===== config.mk =====
export PLATFORM = sky130hd
export DESIGN_NAME = s2p
export DESIGN_NICKNAME = d
export VERILOG_FILES = /design/src/rtl/s2p_pkg.sv /design/src/rtl/s2p.sv
export SDC_FILE = /design/constraint.sdc
export NUM_CORES = 1
export LEC_CHECK = 0
export CORE_ASPECT_RATIO = 1.1
export CORE_UTILIZATION = 35
export CTS_BUF_LIST = sky130_fd_sc_hd__clkbuf_2 sky130_fd_sc_hd__clkbuf_4 sky130_fd_sc_hd__clkbuf_8
export DETAILED_ROUTE_END_ITERATION = 16
export GPL_TIMING_DRIVEN = 0
export PLACE_DENSITY = 0.58
export SYNTH_ARGS = -nofsm -noshare
export SYNTH_HDL_FRONTEND = slang
export SYNTH_SLANG_ARGS = --single-unit

===== constraint.sdc =====
create_clock -name clk -period 2.2 [get_ports clk]
set_input_delay 0.33 -clock clk [delete_from_list [all_inputs] [get_ports clk]]
set_output_delay 0.33 -clock clk [all_outputs]
set_load 0.02 [all_outputs]

===== src/rtl/s2p_pkg.sv =====
// Shared constants and types for the s2p input deserializer.
// Packet field indices are also used by the p2s output stage.
package s2p_pkg;

   localparam int BLOCK_LENGTH = 128;
   localparam int IO_WIDTH     = 8;
   localparam int ITER_NUM     = BLOCK_LENGTH / IO_WIDTH;
   localparam int COUNT_WIDTH  = $clog2(ITER_NUM);

   // Packet layout: {val, eop, data}
   localparam int VAL_BIT = IO_WIDTH + 1;
   localparam int EOP_BIT = IO_WIDTH;
   localparam int PKT_WIDTH = IO_WIDTH + 2;

   // ACCUM: block register empty; PEND: block register holds an unconsumed block.
   typedef enum logic {
      ACCUM = 1'b0,
      PEND  = 1'b1
   } s2p_state_e;

endpackage : s2p_pkg


===== src/rtl/s2p.sv =====
// Serial-to-parallel deserializer: packs IO_WIDTH beats MSB-first into a
// BLOCK_LENGTH block tagged with eop, offered with a valid/stall handshake.
module s2p
   import s2p_pkg::*;
(
   input  logic                    clk,
   input  logic                    rst_n,
   input  logic [PKT_WIDTH-1:0]    d_in,
   input  logic                    stall,
   output logic                    hold_i,
   output logic                    block_valid,
   output logic [BLOCK_LENGTH:0]   block,
   output logic                    busy,
   output logic                    err_len,
   output s2p_state_e              state_o
);

   // Handshake: a block transfers on an edge where block_valid && !stall.
   // While a block waits under stall, hold_i tells the source to freeze.

   s2p_state_e              state_q, state_d;
   logic [COUNT_WIDTH-1:0]  cnt_q, cnt_d;
   logic [BLOCK_LENGTH-1:0] buf_q, buf_d;
   logic [BLOCK_LENGTH:0]   block_q, block_d;
   logic                    err_q, err_d;

   logic                    in_val, in_eop;
   logic [IO_WIDTH-1:0]     in_data;
   logic                    accept, last_beat, complete;
   logic [BLOCK_LENGTH-1:0] beat_pos, merged;

   assign in_val  = d_in[VAL_BIT];
   assign in_eop  = d_in[EOP_BIT];
   assign in_data = d_in[IO_WIDTH-1:0];

   assign block_valid = (state_q == PEND);
   assign hold_i      = block_valid && stall;
   assign accept      = in_val && !hold_i;
   assign last_beat   = (cnt_q == COUNT_WIDTH'(ITER_NUM - 1));
   assign complete    = accept && (last_beat || in_eop);

   // Unwritten slices of buf_q are always zero, so OR places the beat.
   always_comb begin
      beat_pos = {in_data, {(BLOCK_LENGTH-IO_WIDTH){1'b0}}} >> (int'(cnt_q) * IO_WIDTH);
      merged   = buf_q | beat_pos;
   end

   always_comb begin
      state_d = state_q;
      cnt_d   = cnt_q;
      buf_d   = buf_q;
      block_d = block_q;
      err_d   = 1'b0;
      if (complete) begin
         block_d = {merged, in_eop};
         state_d = PEND;
         cnt_d   = '0;
         buf_d   = '0;
         err_d   = in_eop && !last_beat;
      end else begin
         if (accept) begin
            buf_d = merged;
            cnt_d = cnt_q + 1'b1;
         end
         if (block_valid && !stall) begin
            state_d = ACCUM;
         end
      end
   end

   always_ff @(posedge clk or negedge rst_n) begin
      if (!rst_n) begin
         state_q <= ACCUM;
         cnt_q   <= '0;
         buf_q   <= '0;
         block_q <= '0;
         err_q   <= 1'b0;
      end else begin
         state_q <= state_d;
         cnt_q   <= cnt_d;
         buf_q   <= buf_d;
         block_q <= block_d;
         err_q   <= err_d;
      end
   end

   assign block   = block_q;
   assign busy    = (cnt_q != '0);
   assign err_len = err_q;
   assign state_o = state_q;

endmodule : s2p


==> Word-level counts from Yosys, hierarchy flattened <==
Index checks and enable logic that the tools add are counted.
{ "op_classes": {"shifts": 1, "n_bitwise": 1, "n_addsub": 1, "eq_ne": 1, "mux": 7, "reduce_logical": 12} }
{ "op_table": {"columns": ["operator", "n"], "rows": [
  ["$mux W128", 2],
  ["$or A128 B128 Y128", 1],
  ["$shr A128 B7 Y128", 1],
  ["$mux W4", 2],
  ["$logic_and A1 B1 Y1", 5],
  ["$add A4 B1 Y4 const B", 1],
  ["$eq A4 B4 Y1 const B", 1],
  ["$reduce_bool A2 Y1", 2],
  ["$reduce_bool A4 Y1", 1],
  ["$logic_not A1 Y1", 3],
  ["$mux W1", 3],
  ["$logic_or A1 B1 Y1", 1]
]} }
{ "word_totals": {"reg_bits": 263, "wordCells": 28, "input_bits": 13} }

==> Logic depth before layout (Yosys ltp) <==
Gate-level depths: netlist of run 1.
{ "depth": {"word_depth": 5, "ltp_mapped": 7, "ltp_nobuf": 4} }

==> Worst setup path after synthesis of run 1 <==
OpenSTA, ideal clock, no wires.
{ "synth_timing": {"kind": "reg2reg", "start": "register cnt_q[0]", "end": "register block_q[121], in the netlist block[121]", "arrival_time_ns": 1.555, "n_path_buf": 2, "period_less_slack_ns": 1.690, "required_ns": 2.065, "setup_slack_ns": 0.510, "path_stages_with_launch": 7, "path_cell_list": "dfrtp_1 -> ha_1 -> a31o_2 -> nand2_1 -> buf_2 -> clkbuf_1 -> o21ai_0"} }
{ "synth_via": {"elab_chain_len": 3, "elab_cells_between_ends": 5} }
{ "synth_rtl": {"columns": ["item", "line_no", "source"], "rows": [
  ["start: declaration", "s2p.sv:22", "logic [COUNT_WIDTH-1:0] cnt_q, cnt_d;"],
  ["start signal: assignment", "s2p.sv:80", "cnt_q <= cnt_d;"],
  ["branches (longest 3 deep; another with $shr A128 B7 Y128)", null, null],
  ["end signal: assignment", "s2p.sv:82", "block_q <= block_d;"],
  ["end: declaration", "s2p.sv:24", "logic [BLOCK_LENGTH:0] block_q, block_d;"]
]} }
Parallel ways; which one is timed is not known.
A chain may end at the register's enable or synchronous reset.

==> Worst setup path in the final report of run 1 <==
{ "layout_timing": {"start": "register cnt_q[0]", "end": "output port busy"} }
{ "layout_via": {"elab_chain_len": 1} }
{ "layout_rtl": {"columns": ["item", "line_no", "source"], "rows": [
  ["$reduce_bool A4 Y1", "s2p.sv:88", "assign busy = (cnt_q != '0);"],
  ["end: declaration", "s2p.sv:13", "output logic busy,"]
]} }
No other way between the ends.

==> results of run 1 <==
## routing by layer
layer | share of wire | global-route usage | vias to the layer above
li1 | - | - | 4275
met2 | 0.47 | 0.334 | 281
met3 | 0.046 | 0.0268 | 68
met1 | 0.46 | 0.297 | 4518
met5 | 0 | 0 | -
met4 | 0.026 | 0.0655 | 0
## registers in the layout, summed over array words and instances, names as in the netlist
register	count
block	129
block_valid	1
buf_q	128
cnt_q	4
err_len	1
## layout by cell type, fill, tap and decap left out, types with 21 or more instances in the layout
cell             count
o21ai_0            229
dfrtp_1            260
clkbuf_4            22
o21ai_1             32
clkdlybuf4s50_1    144
clkbuf_1            26
clkbuf_8            55
clkbuf_2            21
a31oi_1            129
buf_2               54
a21oi_1            129
nor2_1             130
## cell type report
type | count | share of cell area
Antenna cell | 1 | 0.000179
Sequential cell | 263 | 0.472
Clock inverter | 1 | 0.000358
Inverter | 3 | 0.000806
Tap cell | 414 | 0.0371
Multi-Input combinational cell | 683 | 0.260
Timing Repair Buffer | 153 | 0.112
Buffer | 129 | 0.0555
Clock buffer | 73 | 0.0630
## through the flow
step / utilization / setup TNS [ns]
floorplan: - / 0
global placement: 0.422 / -2812.94
detailed placement: 0.424 / -20.18
finish: 0.455 / 0
global route: 0.455 / 0
CTS: 0.453 / -1.76
## cell usage after synthesis, types with 3 or more instances
library cell    n  area, sq um
and4bb_2        6         75.1
and4b_1         3         30.0
buf_2          57          285
a21oi_1       129          646
o21ai_0       229         1150
buf_6          13          146
clkbuf_2        8         40.0
clkbuf_1       38          143
nand2_1         4         15.0
buf_4           9         67.6
a31oi_1       129          807
nor4b_4         4         95.1
inv_1           3         11.3
o21ai_1        32          160
dfrtp_1       263         6580
nor2_1        130          488
## logic make-up after synthesis
kind of cell             share of synthesized area
AO/OA/AOI/OAI                                0.258
adder cells (fa/ha/maj)                    0.00228
buffers and inverters                       0.0689
flip-flops                                   0.600
AND/OR/NAND/NOR                             0.0711
## power groups by stage
stage | combinational, uW | sequential (uW) | clock (uW)
floorplan | 1210 | 6040 | 0
global placement | 2740 | 5760 | 0
detailed placement | 2780 | 5740 | 0
CTS | 2790 | 5670 | 4500
global route | 3060 | 5730 | 4720
finish | 2800 | 5670 | 4410
## how the worst max path moves through the flow
stage	slack (ns)	depth (start not counted)	end	startpoint
finish	0.07	5	busy	cnt_q[0]$_DFFE_PN0P_
global placement	-10.65	1	block[116]$_DFFE_PN0P_	rst_n
detailed placement	-0.33	7	err_len$_DFF_PN0_	d_in[9]
CTS	-0.06	6	block[93]$_DFFE_PN0P_	cnt_q[0]$_DFFE_PN0P_
global route	0.005	5	busy	cnt_q[1]$_DFFE_PN0P_
floorplan	0.51	6	block[121]$_DFFE_PN0P_	cnt_q[0]$_DFFE_PN0P_
## worst max-delay path: stages, from the launching register on
cell and delay [ns]:
dfrtp_2 0.41, buf_8 0.17, inv_1 0.08, ha_1 0.19
nand2_1 0.13, clkdlybuf4s15_2 0.28
## repair_timing
item	CTS	global route
pin swaps	0	0
gates resized for setup	6	29
setup buffers	0	4
hold endpoints to repair	69	0
endpoints found under the setup margin	103	120
hold buffers	1	0
==> flow_metrics.tcl, run 1 <==
set metrics [dict create \
    seqPwrFrac 0.440 \
    p_sw_uw 3880 \
    ff2ff_path_depth 6 \
    place_ws_ns -0.333 \
    syn_nets 1093 \
    ios 147 \
    ir_drop_mv 0.678 \
    nFillCells 3012 \
    place_congestion 0.772 \
    globalRouteOverflowTotal 0 \
    slew_headroom 0.419 \
    finalHoldViolations 0 \
    core_sq_um 30700 \
    synthDistinctLibCells 33 \
    die_height_microns 188 \
    min_path_type "in -> async" \
    synth_ff_type "dfrtp_1" \
    finalNonFillerCells 1720 \
    cts_sinks 263 \
    cts_tree "done" \
    portBuffers 146 \
    nets 1292 \
    cp_max_fo 10 \
    ys_ff_latch 263 \
    status "completed" \
    cts_buffer_depth 3 \
    clk_pin_slew_worst_paths_ns 0.06 \
    regArea_sq_um 6590 \
    die_area_sq_um 32000 \
    place_area_sq_um 13000 \
    grt_util_all_layers 0.210 \
    multi_input_area_sq_um 3630 \
    dp_hpwl_mm 21.5 \
    max_freq_ghz 0.470 \
    fin_worst_skew_ns 0.0191 \
    slew_viol_final 0 \
    area_growth_pct 27.4 \
    p_comb_frac 0.218 \
    grt_setup_unrepaired "no" \
    p_int_uw 9000 \
    power_density_nw_per_um2 922 \
    row_count 67 \
    p_leak_uw 0.00617 \
    start_util 0.357 \
    grt_max_degree 103 \
    maxCapViolations 0 \
    htreeDepth 2 \
    wl_per_cell_microns 19.2 \
    synth_cells 1078 \
    fin_crit_sh 0.967 \
    whs_ns 0.335 \
    drive_gt1_frac 0.156 \
    detail_route.drc_violations 0 \
    rrSetupSlack_ns 0.18 \
    routed_wl_mm 33.0 \
    antenna_found_initial 0 \
    grt_pass1_wl_mm 52.1 \
    grt_pass1_vias 9081 \
    p_clk_frac 0.342 \
    dr.pass1.iters 6 \
    ys_async_sr_fraction 1.00 \
    setup_viol_count_final 0 \
    final_area_sq_um 14000 \
    setup_ws_ns 0.0719 \
    route.vias.total 9142 \
    worst_pin_slew_ns 0.871 \
    required_ns 1.87 \
    cts_buffers 44 \
    total_power_uw 12900 \
    r2r-end "block[93]$_DFFE_PN0P_" \
    yosysWarningCount 0 \
    vias_per_cell 5.32 \
    timing.rr.start "cnt_q[0]$_DFFE_PN0P_" \
    finalCriticalPeriod_ns 2.13 \
    crit_arrival_ns 1.80 \
    ys_seq_area_frac 0.600 \
    netSwitchingFraction 0.301 \
    worstSetupPathType "reg -> out" \
    numPlacedInstances 1640 \
    start_kind "register" \
    synth_edf_count 0 \
    synth.cell_area_sq_um 11000 \
    clock-root-buffer "clkbuf_8" \
    worstSkewPairLatency_ns 0.55 \
    detailedRoute.firstIterationViolations 852 \
    fp.dieW_microns 171 \
    ant_nets 0 \
    worstSetupEndpointType "primary output" \
    avgSynthCellArea_sq_um 10.2 \
]
No activity file was read; power rests on OpenSTA's default activity.
==> run 2, diff against run 1 <==
--- a/config.mk
+++ b/config.mk
@@ -6,11 +6,12 @@
 export NUM_CORES = 1
 export LEC_CHECK = 0
 export CORE_ASPECT_RATIO = 1.1
-export CORE_UTILIZATION = 35
+export CORE_MARGIN = 3
+export CORE_UTILIZATION = 50
 export CTS_BUF_LIST = sky130_fd_sc_hd__clkbuf_2 sky130_fd_sc_hd__clkbuf_4 sky130_fd_sc_hd__clkbuf_8
 export DETAILED_ROUTE_END_ITERATION = 16
 export GPL_TIMING_DRIVEN = 0
-export PLACE_DENSITY = 0.58
+export PLACE_DENSITY = 0.77
 export SYNTH_ARGS = -nofsm -noshare
 export SYNTH_HDL_FRONTEND = slang
 export SYNTH_SLANG_ARGS = --single-unit
==> flow_metrics.tcl, run 2 (synthesis gave the netlist of run 1 again) <==
set metrics [dict create \
    max_freq_ghz 0.471 \
    max_stage_delay_ns 0.45 \
    total_power_uw 12700 \
    cts_buffer_depth 3 \
    row_count 56 \
    grt_pass1_wl_mm 49.1 \
    power_density_nw_per_um2 923 \
    portBuffers 146 \
    antenna_found_initial 0 \
    slew_viol_final 0 \
    nets 1288 \
    required_ns 1.87 \
    clock-root-buffer "clkbuf_8" \
    drive_gt1_frac 0.153 \
    setup_viol_count_final 0 \
    slew_headroom 0.470 \
    worstSetupPathType "reg -> out" \
    route.vias.total 9464 \
    finalHoldViolations 0 \
    wl_per_cell_microns 19.3 \
    final_cell_mix "261 x dfrtp_1, 229 x o21ai_0, 144 x clkdlybuf4s50_1" \
    ant_nets 0 \
    crit_arrival_ns 1.79 \
    nFillCells 1802 \
    die_height_microns 161 \
    ff2ff_path_depth 6 \
    globalRouteOverflowTotal 0 \
    maxCapViolations 0 \
    grt_pass1_vias 9266 \
    cts_sinks 263 \
    final_area_sq_um 13800 \
    fin_crit_sh 0.965 \
    p_leak_uw 0.00615 \
    final_common_cell "dfrtp_1" \
    grt_max_degree 125 \
    place_ws_ns -0.266 \
    place_area_sq_um 12800 \
    area_growth_pct 25.5 \
    cp_max_fo 10 \
    setup_ws_ns 0.0773 \
    fin_setup_tns_ns 0 \
    grt_setup_unrepaired "no" \
    dp_hpwl_mm 20.1 \
    detail_route.drc_violations 0 \
    die_area_sq_um 23700 \
    fin_worst_skew_ns 0.0184 \
    dr.pass1.iters 5 \
    ir_drop_mv 0.683 \
    htreeDepth 2 \
    place_congestion 0.842 \
    timing.rr.start "block_valid$_DFFE_PN0P_" \
    cts_buffers 42 \
    cts_tree "done" \
    status "completed" \
    finalCriticalPeriod_ns 2.12 \
    grt_util_all_layers 0.257 \
    n_antenna_cell 0 \
    ios 147 \
    fp.dieW_microns 147 \
    slowest_stage "dfrtp_2" \
    worstSetupEndpointType "primary output" \
    start_kind "register" \
    r2r-end "err_len$_DFF_PN0_" \
    rrSetupSlack_ns 0.09 \
    clk_pin_slew_worst_paths_ns 0.06 \
    vias_per_cell 5.94 \
    min_path_type "in -> async" \
    routed_wl_mm 30.7 \
    worstSkewPairLatency_ns 0.55 \
    detailedRoute.firstIterationViolations 815 \
    core_sq_um 21400 \
    worst_pin_slew_ns 0.796 \
    multi_input_area_sq_um 3630 \
    start_util 0.511 \
    path_buf_inv 3 \
    largest_reg_flops 129 \
    regArea_sq_um 6580 \
    crit_family "buffers and inverters" \
    worstPathCellList "buf_6, inv_1, ha_1, nand2_1, clkdlybuf4s15_2" \
]
## run 2: routing by layer
metal,GRT usage,wire [microns],share of wire,vias to the layer above
met3,0.0410,2130,0.069,80
met2,0.427,15000,0.49,432
li1,-,-,-,4273
met4,0.105,1110,0.036,0
met1,0.342,12500,0.41,4679
met5,0,0,0,-
## run 2: worst max path at each step
stage,start,end,slack (ns),cells past startpoint
after floorplan,cnt_q[0]$_DFFE_PN0P_,block[121]$_DFFE_PN0P_,0.51,6
after global placement,rst_n,block[106]$_DFFE_PN0P_,-10.09,1
after detailed placement,d_in[9],err_len$_DFF_PN0_,-0.27,7
after CTS,cnt_q[0]$_DFFE_PN0P_,block[18]$_DFFE_PN0P_,0.005,6
after global routing,cnt_q[1]$_DFFE_PN0P_,busy,0.02,5
final,cnt_q[1]$_DFFE_PN0P_,busy,0.08,5
## run 2: per-stage QoR
step                      hold slack, ns  std cells  utilization
final                              0.219       1593        0.642
after global routing               0.218       1593        0.642
after CTS                          0.204       1591        0.640
after detailed placement           0.183       1516        0.599
after global placement             0.475       1514        0.597
after floorplan                   0.0344       1078            -
## run 2: area by class of cell
cell class              instances  share of cell area
flip-flops and latches        263               0.479
multi-input cells             683               0.264
repair buffers                151               0.113
clock buffers                  66              0.0597
plain buffers                 129              0.0554
well taps                     290              0.0264
clock inverters                 8             0.00291
inverters                       3            0.000819
## run 2: worst reg2reg max path: stages, from the launching register on
cell	delay, ns
dfrtp_1	0.43
a21boi_1	0.26
buf_2	0.31
buf_2	0.29
buf_2	0.26
nand2_1	0.11
a31oi_1	0.33
## run 2: timing repair
item	CTS	global route
resized for setup	5	25
buffers inserted	0	2
hold buffers	1	0
endpoints found under the hold margin	20	0
endpoints found under the setup margin	12	112
## run 2: power breakdown
group	total (uW)	switching, uW	internal (uW)
Sequential	5660	308	5360
Combinational	2760	1620	1140
Clock	4280	1910	2370
==> run 3, diff against run 2 <==
--- a/config.mk
+++ b/config.mk
@@ -11,7 +11,7 @@
 export CTS_BUF_LIST = sky130_fd_sc_hd__clkbuf_2 sky130_fd_sc_hd__clkbuf_4 sky130_fd_sc_hd__clkbuf_8
 export DETAILED_ROUTE_END_ITERATION = 16
 export GPL_TIMING_DRIVEN = 0
-export PLACE_DENSITY = 0.77
+export PLACE_DENSITY = 0.79
 export SYNTH_ARGS = -nofsm -noshare
 export SYNTH_HDL_FRONTEND = slang
 export SYNTH_SLANG_ARGS = --single-unit
==> flow_metrics.tcl, run 3 (synthesis gave the netlist of run 1 again) <==
set metrics [dict create \
    ant_nets 0 \
    final_cell_mix "261 x dfrtp_1, 229 x o21ai_0, 144 x clkdlybuf4s50_1" \
    crit_arrival_ns 2.58 \
    grt_setup_unrepaired "yes" \
    fin_worst_skew_ns 0.0127 \
    place_area_sq_um 12800 \
    total_power_uw 12800 \
    core_sq_um 21400 \
    power_density_nw_per_um2 927 \
    final_area_sq_um 13800 \
    setup_viol_count_final 0 \
    cts_buffers 40 \
    dr.pass1.iters 6 \
    p_comb_frac 0.216 \
    vias_per_cell 5.95 \
    antenna_found_initial 0 \
    portBuffers 146 \
    p_int_uw 8960 \
    clk_pin_slew_worst_paths_ns 0.06 \
    fp.dieW_microns 147 \
    dp_hpwl_mm 20.4 \
    grt_util_all_layers 0.257 \
    p_sw_uw 3800 \
    ios 147 \
    slew_headroom 0.456 \
    ir_drop_mv 0.655 \
    row_count 56 \
    n_antenna_cell 0 \
    globalRouteOverflowTotal 0 \
    finalHoldViolations 0 \
    maxCapViolations 0 \
    wl_per_cell_microns 19.4 \
    die_height_microns 161 \
    nFillCells 1769 \
    fin_crit_sh 0.993 \
    start_kind "register" \
    p_leak_uw 0.00614 \
    routed_wl_mm 30.8 \
    nets 1287 \
    grt_pass1_vias 9269 \
    max_freq_ghz 0.458 \
    cp_max_fo 10 \
    ff2ff_path_depth 6 \
    detailedRoute.firstIterationViolations 902 \
    grt_pass1_wl_mm 49.0 \
    slew_viol_final 0 \
    area_growth_pct 25.5 \
    route.vias.total 9470 \
    final_common_cell "dfrtp_1" \
    netSwitchingFraction 0.298 \
    start_util 0.511 \
    required_ns 2.60 \
    status "completed" \
    worstSetupEndpointType "register" \
    worst_pin_slew_ns 0.815 \
    grt_max_degree 123 \
    detail_route.drc_violations 0 \
    place_congestion 0.835 \
    worstSkewPairLatency_ns 0.53 \
    worstSetupPathType "reg -> reg" \
    largest_reg_flops 129 \
    drive_gt1_frac 0.148 \
    final_util 0.642 \
    p_clk_frac 0.340 \
    min_path_type "in -> async" \
    die_area_sq_um 23700 \
    fin_setup_tns_ns 0 \
    cts_tree "done" \
    htreeDepth 2 \
    seqPwrFrac 0.444 \
    cts_sinks 263 \
    cts_buffer_depth 3 \
    clock-root-buffer "clkbuf_8" \
    finalCriticalPeriod_ns 2.19 \
]
run 3: changes by cell type in the layout (fill, tap and decap cells not counted):
cell and delta:
buf_2 +1, clkbuf_4 +1, clkinv_2 -4, clkbuf_2 -6, clkbuf_8 -1, buf_4 +1, bufinv_16 +1, buf_1 +3
clkbuf_1 +3
run 3: through the flow:
step	cells	setup WS [ns]	hold WS, ns
after detailed placement	1516	-0.226	0.221
after CTS	1589	0.00231	0.245
after floorplan	1078	0.510	0.0344
after global routing	1592	-0.0520	0.280
after global placement	1514	-10.04	0.476
final	1592	0.0148	0.257
run 3: worst max-delay path, stage by stage, from the launching register on:
cell     delay [ns]
dfrtp_2        0.47
ha_1           0.28
a31o_2         0.32
nand2_1        0.13
buf_2          0.32
buf_1          0.36
o21ai_0        0.17
run 3: final timing paths:
check | startpoint | to | slack, ns
min reg2reg | buf_q[76]$_DFFE_PN0P_ | buf_q[76]$_DFFE_PN0P_ | 0.50
max | cnt_q[1]$_DFFE_PN0P_ | block[38]$_DFFE_PN0P_ | 0.01
min in group clk | d_in[9] | block_valid$_DFFE_PN0P_ | 0.44
min | rst_n | block[44]$_DFFE_PN0P_ | 0.26
max reg2reg | cnt_q[1]$_DFFE_PN0P_ | block[38]$_DFFE_PN0P_ | 0.01
max in group asynchronous | rst_n | block[98]$_DFFE_PN0P_ | 0.65
run 3: metal layers:
metal | track usage | wire [microns] | share of wire | vias to the layer above
met3 | 0.0455 | 2270 | 0.074 | 83
met5 | 0 | 0 | 0 | -
met4 | 0.100 | 1120 | 0.036 | 0
met1 | 0.354 | 12700 | 0.41 | 4692
met2 | 0.411 | 14800 | 0.48 | 436
li1 | - | - | - | 4259
run 3: timing repair:
item | CTS | global route
buffers inserted | 0 | 3
setup endpoints to repair | 11 | 104
hold buffers | 1 | 0
endpoints found under the hold margin | 38 | 0
gates resized for setup | 5 | 15
run 3: power by group through the flow:
stage | logic (uW) | registers [uW] | clock network (uW)
floorplan | 1210 | 6040 | 0
global placement | 2680 | 5740 | 0
detailed placement | 2740 | 5740 | 0
CTS | 2750 | 5670 | 4370
global route | 3000 | 5720 | 4590
finish | 2760 | 5670 | 4330
run 3: final cells by class:
class | instances | area [sq um] | area share
inverters | 3 | 11.3 | 0.000818
well taps | 290 | 363 | 0.0264
repair buffers | 152 | 1560 | 0.113
plain buffers | 129 | 752 | 0.0546
clock buffers | 67 | 822 | 0.0597
flip-flops and latches | 263 | 6580 | 0.478
multi-input cells | 683 | 3630 | 0.264
clock inverters | 5 | 50.0 | 0.00364
